--- config.mk ---
export PLATFORM = sky130hd
export DESIGN_NAME = apb_master_bridge_flat
export DESIGN_NICKNAME = d
export VERILOG_FILES = /design/src/rtl/apb_master_bridge_if.sv /design/src/rtl/apb_master_bridge.sv /design/src/flat_wrapper.sv
export SDC_FILE = /design/constraint.sdc
export NUM_CORES = 1
export LEC_CHECK = 0
export BUFFER_PORTS_ARGS = -buffer_cell sky130_fd_sc_hd__buf_2
export CORE_ASPECT_RATIO = 0.7
export CORE_MARGIN = 2
export CORE_UTILIZATION = 48
export CTS_CLUSTER_DIAMETER = 80
export CTS_CLUSTER_SIZE = 10
export DETAILED_ROUTE_END_ITERATION = 16
export GPL_TIMING_DRIVEN = 0
export PLACE_DENSITY = 0.86
export REMOVE_ABC_BUFFERS = 1
export SLEW_MARGIN = 30
export SYNTH_ARGS = -nofsm -noshare
export SYNTH_HDL_FRONTEND = slang
export SYNTH_SLANG_ARGS = --single-unit
--- constraint.sdc ---
create_clock -name apb_clk_in -period 2.5 [get_ports apb_clk_in]
set_clock_uncertainty 0.05 [all_clocks]
set_input_delay 0.5 -clock apb_clk_in [delete_from_list [all_inputs] [get_ports apb_clk_in]]
set_output_delay 0.5 -clock apb_clk_in [all_outputs]
set_load 0.005 [all_outputs]
--- src/rtl/apb_master_bridge_if.sv ---
// Command, response and APB bus signals of apb_master_bridge, grouped as one interface.
// The master modport is the bridge's view; the slave modport is the environment's view.
interface apb_master_bridge_if #(
    parameter int APB_DATA_WIDTH = 32,
    parameter int APB_ADDR_WIDTH = 32
);
    logic                      cmd_valid_in;
    logic                      cmd_ready_out;
    logic                      cmd_write_in;
    logic [APB_ADDR_WIDTH-1:0] cmd_addr_in;
    logic [APB_DATA_WIDTH-1:0] cmd_wdata_in;

    logic                      rsp_valid_out;
    logic                      rsp_ready_in;
    logic [APB_DATA_WIDTH-1:0] rsp_rdata_out;
    logic                      rsp_err_out;
    logic                      rsp_timeout_out;

    logic [APB_ADDR_WIDTH-1:0] apb_addr_out;
    logic                      apb_psel_out;
    logic                      apb_penable_out;
    logic                      apb_write_out;
    logic [APB_DATA_WIDTH-1:0] apb_wdata_out;
    logic [APB_DATA_WIDTH-1:0] apb_rdata_in;
    logic                      apb_ready_in;
    logic                      apb_slverr_in;

    modport master (
        input  cmd_valid_in, cmd_write_in, cmd_addr_in, cmd_wdata_in,
        output cmd_ready_out,
        output rsp_valid_out, rsp_rdata_out, rsp_err_out, rsp_timeout_out,
        input  rsp_ready_in,
        output apb_addr_out, apb_psel_out, apb_penable_out, apb_write_out, apb_wdata_out,
        input  apb_rdata_in, apb_ready_in, apb_slverr_in
    );

    modport slave (
        output cmd_valid_in, cmd_write_in, cmd_addr_in, cmd_wdata_in,
        input  cmd_ready_out,
        input  rsp_valid_out, rsp_rdata_out, rsp_err_out, rsp_timeout_out,
        output rsp_ready_in,
        input  apb_addr_out, apb_psel_out, apb_penable_out, apb_write_out, apb_wdata_out,
        output apb_rdata_in, apb_ready_in, apb_slverr_in
    );
endinterface

--- src/rtl/apb_master_bridge.sv ---
// Single-outstanding command/response to APB master bridge (IDLE/SETUP/ACCESS/RESP).
// Optional access-phase timeout enabled by defining APB_MASTER_TIMEOUT_EN.
module apb_master_bridge #(
    parameter int APB_DATA_WIDTH = 32,
    parameter int APB_ADDR_WIDTH = 32,
    parameter int TIMEOUT_CYCLE  = 6
) (
    input  logic                 apb_clk_in,
    input  logic                 apb_rst_in,
    apb_master_bridge_if.master  bus
);

    typedef enum logic [1:0] {
        IDLE   = 2'd0,
        SETUP  = 2'd1,
        ACCESS = 2'd2,
        RESP   = 2'd3
    } state_t;

    state_t                    state_r, state_s;
    logic                      psel_r, psel_s;
    logic                      penable_r, penable_s;
    logic                      write_r, write_s;
    logic [APB_ADDR_WIDTH-1:0] addr_r, addr_s;
    logic [APB_DATA_WIDTH-1:0] wdata_r, wdata_s;
    logic                      rsp_valid_r, rsp_valid_s;
    logic [APB_DATA_WIDTH-1:0] rsp_rdata_r, rsp_rdata_s;
    logic                      rsp_err_r, rsp_err_s;

`ifdef APB_MASTER_TIMEOUT_EN
    localparam int CNT_W = $clog2(TIMEOUT_CYCLE + 1);

    logic [CNT_W-1:0]          cnt_r, cnt_s;
    logic                      rsp_timeout_r, rsp_timeout_s;
    logic                      expire_s;

    // This ACCESS cycle is the TIMEOUT_CYCLE-th one seen with the slave not ready.
    assign expire_s = ((cnt_r + CNT_W'(1)) == CNT_W'(TIMEOUT_CYCLE));
`endif

    // Next state and next value of every registered output.
    always_comb begin
        state_s     = state_r;
        psel_s      = psel_r;
        penable_s   = penable_r;
        write_s     = write_r;
        addr_s      = addr_r;
        wdata_s     = wdata_r;
        rsp_valid_s = rsp_valid_r;
        rsp_rdata_s = rsp_rdata_r;
        rsp_err_s   = rsp_err_r;
`ifdef APB_MASTER_TIMEOUT_EN
        cnt_s         = cnt_r;
        rsp_timeout_s = rsp_timeout_r;
`endif
        case (state_r)
            IDLE: begin
                if (bus.cmd_valid_in) begin
                    state_s   = SETUP;
                    psel_s    = 1'b1;
                    penable_s = 1'b0;
                    write_s   = bus.cmd_write_in;
                    addr_s    = bus.cmd_addr_in;
                    wdata_s   = bus.cmd_wdata_in;
                end else begin
                    state_s   = IDLE;
                end
            end
            SETUP: begin
                state_s   = ACCESS;
                penable_s = 1'b1;
`ifdef APB_MASTER_TIMEOUT_EN
                cnt_s     = {CNT_W{1'b0}};
`endif
            end
            ACCESS: begin
                // A ready slave always completes, even on the cycle the timer expires.
                if (bus.apb_ready_in) begin
                    state_s     = RESP;
                    psel_s      = 1'b0;
                    penable_s   = 1'b0;
                    rsp_valid_s = 1'b1;
                    rsp_rdata_s = write_r ? {APB_DATA_WIDTH{1'b0}} : bus.apb_rdata_in;
                    rsp_err_s   = bus.apb_slverr_in;
`ifdef APB_MASTER_TIMEOUT_EN
                    rsp_timeout_s = 1'b0;
                end else if (expire_s) begin
                    state_s       = RESP;
                    psel_s        = 1'b0;
                    penable_s     = 1'b0;
                    rsp_valid_s   = 1'b1;
                    rsp_rdata_s   = {APB_DATA_WIDTH{1'b0}};
                    rsp_err_s     = 1'b1;
                    rsp_timeout_s = 1'b1;
                    cnt_s         = cnt_r + CNT_W'(1);
                end else begin
                    state_s = ACCESS;
                    cnt_s   = cnt_r + CNT_W'(1);
                end
`else
                end else begin
                    state_s = ACCESS;
                end
`endif
            end
            RESP: begin
                if (bus.rsp_ready_in) begin
                    state_s     = IDLE;
                    rsp_valid_s = 1'b0;
                end else begin
                    state_s     = RESP;
                end
            end
            default: begin
                state_s     = IDLE;
                psel_s      = 1'b0;
                penable_s   = 1'b0;
                rsp_valid_s = 1'b0;
            end
        endcase
    end

    // State and output registers with synchronous reset.
    always_ff @(posedge apb_clk_in) begin
        if (apb_rst_in) begin
            state_r     <= IDLE;
            psel_r      <= 1'b0;
            penable_r   <= 1'b0;
            write_r     <= 1'b0;
            addr_r      <= {APB_ADDR_WIDTH{1'b0}};
            wdata_r     <= {APB_DATA_WIDTH{1'b0}};
            rsp_valid_r <= 1'b0;
            rsp_rdata_r <= {APB_DATA_WIDTH{1'b0}};
            rsp_err_r   <= 1'b0;
`ifdef APB_MASTER_TIMEOUT_EN
            cnt_r         <= {CNT_W{1'b0}};
            rsp_timeout_r <= 1'b0;
`endif
        end else begin
            state_r     <= state_s;
            psel_r      <= psel_s;
            penable_r   <= penable_s;
            write_r     <= write_s;
            addr_r      <= addr_s;
            wdata_r     <= wdata_s;
            rsp_valid_r <= rsp_valid_s;
            rsp_rdata_r <= rsp_rdata_s;
            rsp_err_r   <= rsp_err_s;
`ifdef APB_MASTER_TIMEOUT_EN
            cnt_r         <= cnt_s;
            rsp_timeout_r <= rsp_timeout_s;
`endif
        end
    end

    assign bus.cmd_ready_out   = (state_r == IDLE);
    assign bus.apb_psel_out    = psel_r;
    assign bus.apb_penable_out = penable_r;
    assign bus.apb_write_out   = write_r;
    assign bus.apb_addr_out    = addr_r;
    assign bus.apb_wdata_out   = wdata_r;
    assign bus.rsp_valid_out   = rsp_valid_r;
    assign bus.rsp_rdata_out   = rsp_rdata_r;
    assign bus.rsp_err_out     = rsp_err_r;
`ifdef APB_MASTER_TIMEOUT_EN
    assign bus.rsp_timeout_out = rsp_timeout_r;
`else
    assign bus.rsp_timeout_out = 1'b0;
`endif

endmodule

--- src/flat_wrapper.sv ---
// flat-port wrapper written by rule: the top's interface ports become plain ports
module apb_master_bridge_flat 
#(
    parameter int APB_DATA_WIDTH = 32,
    parameter int APB_ADDR_WIDTH = 32,
    parameter int TIMEOUT_CYCLE  = 6
)
  (apb_clk_in, apb_rst_in, bus_cmd_valid_in, bus_cmd_write_in, bus_cmd_addr_in, bus_cmd_wdata_in, bus_cmd_ready_out, bus_rsp_valid_out, bus_rsp_rdata_out, bus_rsp_err_out, bus_rsp_timeout_out, bus_rsp_ready_in, bus_apb_addr_out, bus_apb_psel_out, bus_apb_penable_out, bus_apb_write_out, bus_apb_wdata_out, bus_apb_rdata_in, bus_apb_ready_in, bus_apb_slverr_in);
  apb_master_bridge_if #(.APB_DATA_WIDTH(APB_DATA_WIDTH), .APB_ADDR_WIDTH(APB_ADDR_WIDTH)) bus_i ();
  input  logic apb_clk_in;
  input  logic apb_rst_in;
  input wire logic [$bits(bus_i.cmd_valid_in)-1:0] bus_cmd_valid_in;
  input wire logic [$bits(bus_i.cmd_write_in)-1:0] bus_cmd_write_in;
  input wire logic [$bits(bus_i.cmd_addr_in)-1:0] bus_cmd_addr_in;
  input wire logic [$bits(bus_i.cmd_wdata_in)-1:0] bus_cmd_wdata_in;
  output wire logic [$bits(bus_i.cmd_ready_out)-1:0] bus_cmd_ready_out;
  output wire logic [$bits(bus_i.rsp_valid_out)-1:0] bus_rsp_valid_out;
  output wire logic [$bits(bus_i.rsp_rdata_out)-1:0] bus_rsp_rdata_out;
  output wire logic [$bits(bus_i.rsp_err_out)-1:0] bus_rsp_err_out;
  output wire logic [$bits(bus_i.rsp_timeout_out)-1:0] bus_rsp_timeout_out;
  input wire logic [$bits(bus_i.rsp_ready_in)-1:0] bus_rsp_ready_in;
  output wire logic [$bits(bus_i.apb_addr_out)-1:0] bus_apb_addr_out;
  output wire logic [$bits(bus_i.apb_psel_out)-1:0] bus_apb_psel_out;
  output wire logic [$bits(bus_i.apb_penable_out)-1:0] bus_apb_penable_out;
  output wire logic [$bits(bus_i.apb_write_out)-1:0] bus_apb_write_out;
  output wire logic [$bits(bus_i.apb_wdata_out)-1:0] bus_apb_wdata_out;
  input wire logic [$bits(bus_i.apb_rdata_in)-1:0] bus_apb_rdata_in;
  input wire logic [$bits(bus_i.apb_ready_in)-1:0] bus_apb_ready_in;
  input wire logic [$bits(bus_i.apb_slverr_in)-1:0] bus_apb_slverr_in;
  assign bus_i.cmd_valid_in = bus_cmd_valid_in;
  assign bus_i.cmd_write_in = bus_cmd_write_in;
  assign bus_i.cmd_addr_in = bus_cmd_addr_in;
  assign bus_i.cmd_wdata_in = bus_cmd_wdata_in;
  assign bus_cmd_ready_out = bus_i.cmd_ready_out;
  assign bus_rsp_valid_out = bus_i.rsp_valid_out;
  assign bus_rsp_rdata_out = bus_i.rsp_rdata_out;
  assign bus_rsp_err_out = bus_i.rsp_err_out;
  assign bus_rsp_timeout_out = bus_i.rsp_timeout_out;
  assign bus_i.rsp_ready_in = bus_rsp_ready_in;
  assign bus_apb_addr_out = bus_i.apb_addr_out;
  assign bus_apb_psel_out = bus_i.apb_psel_out;
  assign bus_apb_penable_out = bus_i.apb_penable_out;
  assign bus_apb_write_out = bus_i.apb_write_out;
  assign bus_apb_wdata_out = bus_i.apb_wdata_out;
  assign bus_i.apb_rdata_in = bus_apb_rdata_in;
  assign bus_i.apb_ready_in = bus_apb_ready_in;
  assign bus_i.apb_slverr_in = bus_apb_slverr_in;
  apb_master_bridge #(.APB_DATA_WIDTH(APB_DATA_WIDTH), .APB_ADDR_WIDTH(APB_ADDR_WIDTH), .TIMEOUT_CYCLE(TIMEOUT_CYCLE)) u_core (.apb_clk_in(apb_clk_in), .apb_rst_in(apb_rst_in), .bus(bus_i));
endmodule
==> results_dict.tcl <==
set metrics [dict create \
    wl_per_cell_um 13.2 \
    overflow 0 \
    startpoint "u_core.bus.apb_write_out" \
    rsz0062_at_grt "false" \
    core_area_mm2 0.00780 \
    crit_required_ps 1950 \
    grt_pass1_wl_mm 15.8 \
    utilization_pct 65.3 \
    synth-edff-count 0 \
    peakVddDrop_mv 0.531 \
    die_w_um 111 \
    hp-class "primary input to flip-flop" \
    dp_hpwl_mm 6.99 \
    cts_sinks 103 \
    detailedRoute.firstPassIterationCount 5 \
    numPortBuffers 204 \
    worstPathBufferInverterCount 1 \
    maxSlewViolCount 0 \
    wl_mm 9.92 \
    drive_above_1_share_pct 34.4 \
    critical-path-top-delay-family "flip-flops" \
    grt_max_degree 67 \
    die_area_mm2 0.00875 \
    yosysSeqAreaShare_pct 53.7 \
    initial_core_util_pct 49.2 \
    initialDrtViolationCount 188 \
    ys_warn_count 0 \
    nets 752 \
    synth_cell_types 21 \
    reg2reg_to "u_core.bus.apb_addr_out[14]" \
    worst_slew_pin_slew_ps 862 \
    path_class "flip-flop to output pin" \
    relSlewSlack_pct 42.5 \
    pin_count 206 \
    worst_slack_ps 492 \
    worstSkewPairLatency_ps 330 \
    vias_per_cell 4.96 \
    power.density_mw_per_mm2 768 \
    routabilityCongestion 0.813 \
    r2r_start "u_core.state_r[1]" \
    timing.final.hold_violations 0 \
    avgSynthCellArea_um2 8.25 \
    areaGrowthSynthToFinish_pct 32.5 \
    ctsHoldBuffers 0 \
    crit_path_top_delay_cell "dfxtp_1" \
    cp_max_fo 34 \
    fin_crit_ps 2010 \
    synth-async-reset-ratio_pct 0 \
    cts_setup_buffers 0 \
    status "finished, final reports clean" \
    synthFlopType "dfxtp_1" \
    cts_buffer_depth 2 \
    arrival_ps 1460 \
    cp_cell_sequence "buf_2" \
    syn_area_mm2 0.00384 \
    ff2ff_path_depth 5 \
    netlist_instances 466 \
    grt_pass1_vias 3636 \
    finalSetupViolCount 0 \
    max_freq_mhz 498 \
    htree_levels 3 \
    diodes 0 \
    tritoncts "done" \
    p_leak_uw 0.00237 \
    chipHeight_um 78.9 \
    cp-start-kind "flip-flop" \
    rows 27 \
    ys_ff_latch 103 \
    whs_ps 351 \
    r2r_setup_slack_ps 670 \
    antenna_found_initial 0 \
    worstSetupEndpointType "output pin" \
    clkTransAtPathRegs_ps 60 \
    n_fill_cell 671 \
    drc 0 \
    dp_slack_ps 674 \
    period_share_pct 80.3 \
    cts-root-buf "clkbuf_16" \
    antenna_left 0 \
    cp-endpoint "bus_apb_write_out" \
    vias 3717 \
    numCtsBuffers 9 \
    max-cap-violations 0 \
    slowest_delay_ps 880 \
    grt_usage_pct 21.9 \
    cts_resized 0 \
    crit_cells 1 \
]
-- placed cells by master, fill, tap and decap left out, types with 2 or more instances in the layout --
| cell | n |
|---|---|
| dfxtp_1 | 103 |
| nor2_1 | 2 |
| o21ai_0 | 3 |
| nand3b_1 | 32 |
| o21bai_1 | 2 |
| nor2b_1 | 4 |
| ha_1 | 4 |
| buf_2 | 203 |
| a21oi_1 | 100 |
| nor3_1 | 2 |
| inv_1 | 5 |
| nand2_1 | 164 |
| clkbuf_8 | 2 |
| clkbuf_16 | 9 |
-- Yosys cell counts (3+ instances only) --
cell type | instances | area [µm²]
nand2_1 | 166 | 623
dfxtp_1 | 103 | 2060
a21oi_1 | 100 | 500
nand3b_1 | 32 | 240
buf_2 | 13 | 65.1
clkbuf_1 | 12 | 45.0
buf_6 | 8 | 90.1
inv_1 | 5 | 18.8
buf_4 | 4 | 30.0
ha_1 | 4 | 50.1
nor2b_1 | 4 | 25.0
o21ai_0 | 3 | 15.0
-- through the flow --
step                TNS [ps]  std cells  power (µW)  cell area, µm²
global route               0        750        4120            5090
detailed placement         0        735        2570            4790
CTS                        0        750        3950            5090
floorplan                  0        429        2220            3610
finish                     0        750        3910            5090
global placement       -8800        734        2520            4760
-- worst min-delay path by stage --
stage	from	cells after the start	endpoint	slack, ps
2_1_floorplan	u_core.bus.rsp_rdata_out[0]	2	u_core.bus.rsp_rdata_out[0]	390
3_3_place_gp	u_core.bus.rsp_rdata_out[5]	2	u_core.bus.rsp_rdata_out[5]	390
3_5_place_dp	u_core.bus.rsp_rdata_out[30]	2	u_core.bus.rsp_rdata_out[30]	390
4_1_cts	bus_cmd_wdata_in[12]	3	u_core.bus.apb_wdata_out[12]	340
5_1_grt	bus_cmd_wdata_in[29]	3	u_core.bus.apb_wdata_out[29]	340
6_report	bus_cmd_wdata_in[12]	3	u_core.bus.apb_wdata_out[12]	350
-- cells by family after synthesis --
family,after synthesis,share of synthesized area (%)
compound gates,107,14.2
fa+ha+maj,4,1.30
buf+inv,42,6.48
flops,103,53.7
mux,1,0.261
other cells,1,0.0976
simple gates,208,24.0
-- report_power, final --
part | total [µW] | internal [µW] | switching, µW
clock | 1380 | 824 | 559
combinational | 665 | 286 | 379
sequential | 1870 | 1780 | 81.7
-- routing by layer --
layer	track usage, %	part of all wire [%]	vias up
li1	-	-	1867
met1	24.7	43	1711
met2	39.7	50	125
met3	6.87	5.8	14
met4	7.88	1.6	0
met5	0	0	-
-- registers in the layout, indices dropped and copies added, names as in the netlist, 2 cells and up --
register                  cells
u_core.bus.apb_addr_out      32
u_core.bus.rsp_rdata_out     32
u_core.bus.apb_wdata_out     32
u_core.state_r                2
-- area by class of cell --
type | instances | area [µm²] | share of cell area, %
Sequential cell | 103 | 2060 | 40.5
Clock inverter | 3 | 42.5 | 0.835
Multi-Input combinational cell | 321 | 1540 | 30.3
Timing Repair Buffer | 205 | 1040 | 20.5
Inverter | 5 | 18.8 | 0.369
Tap cell | 101 | 126 | 2.48
Clock buffer | 12 | 256 | 5.04
(Power assumes the default switching activity.)
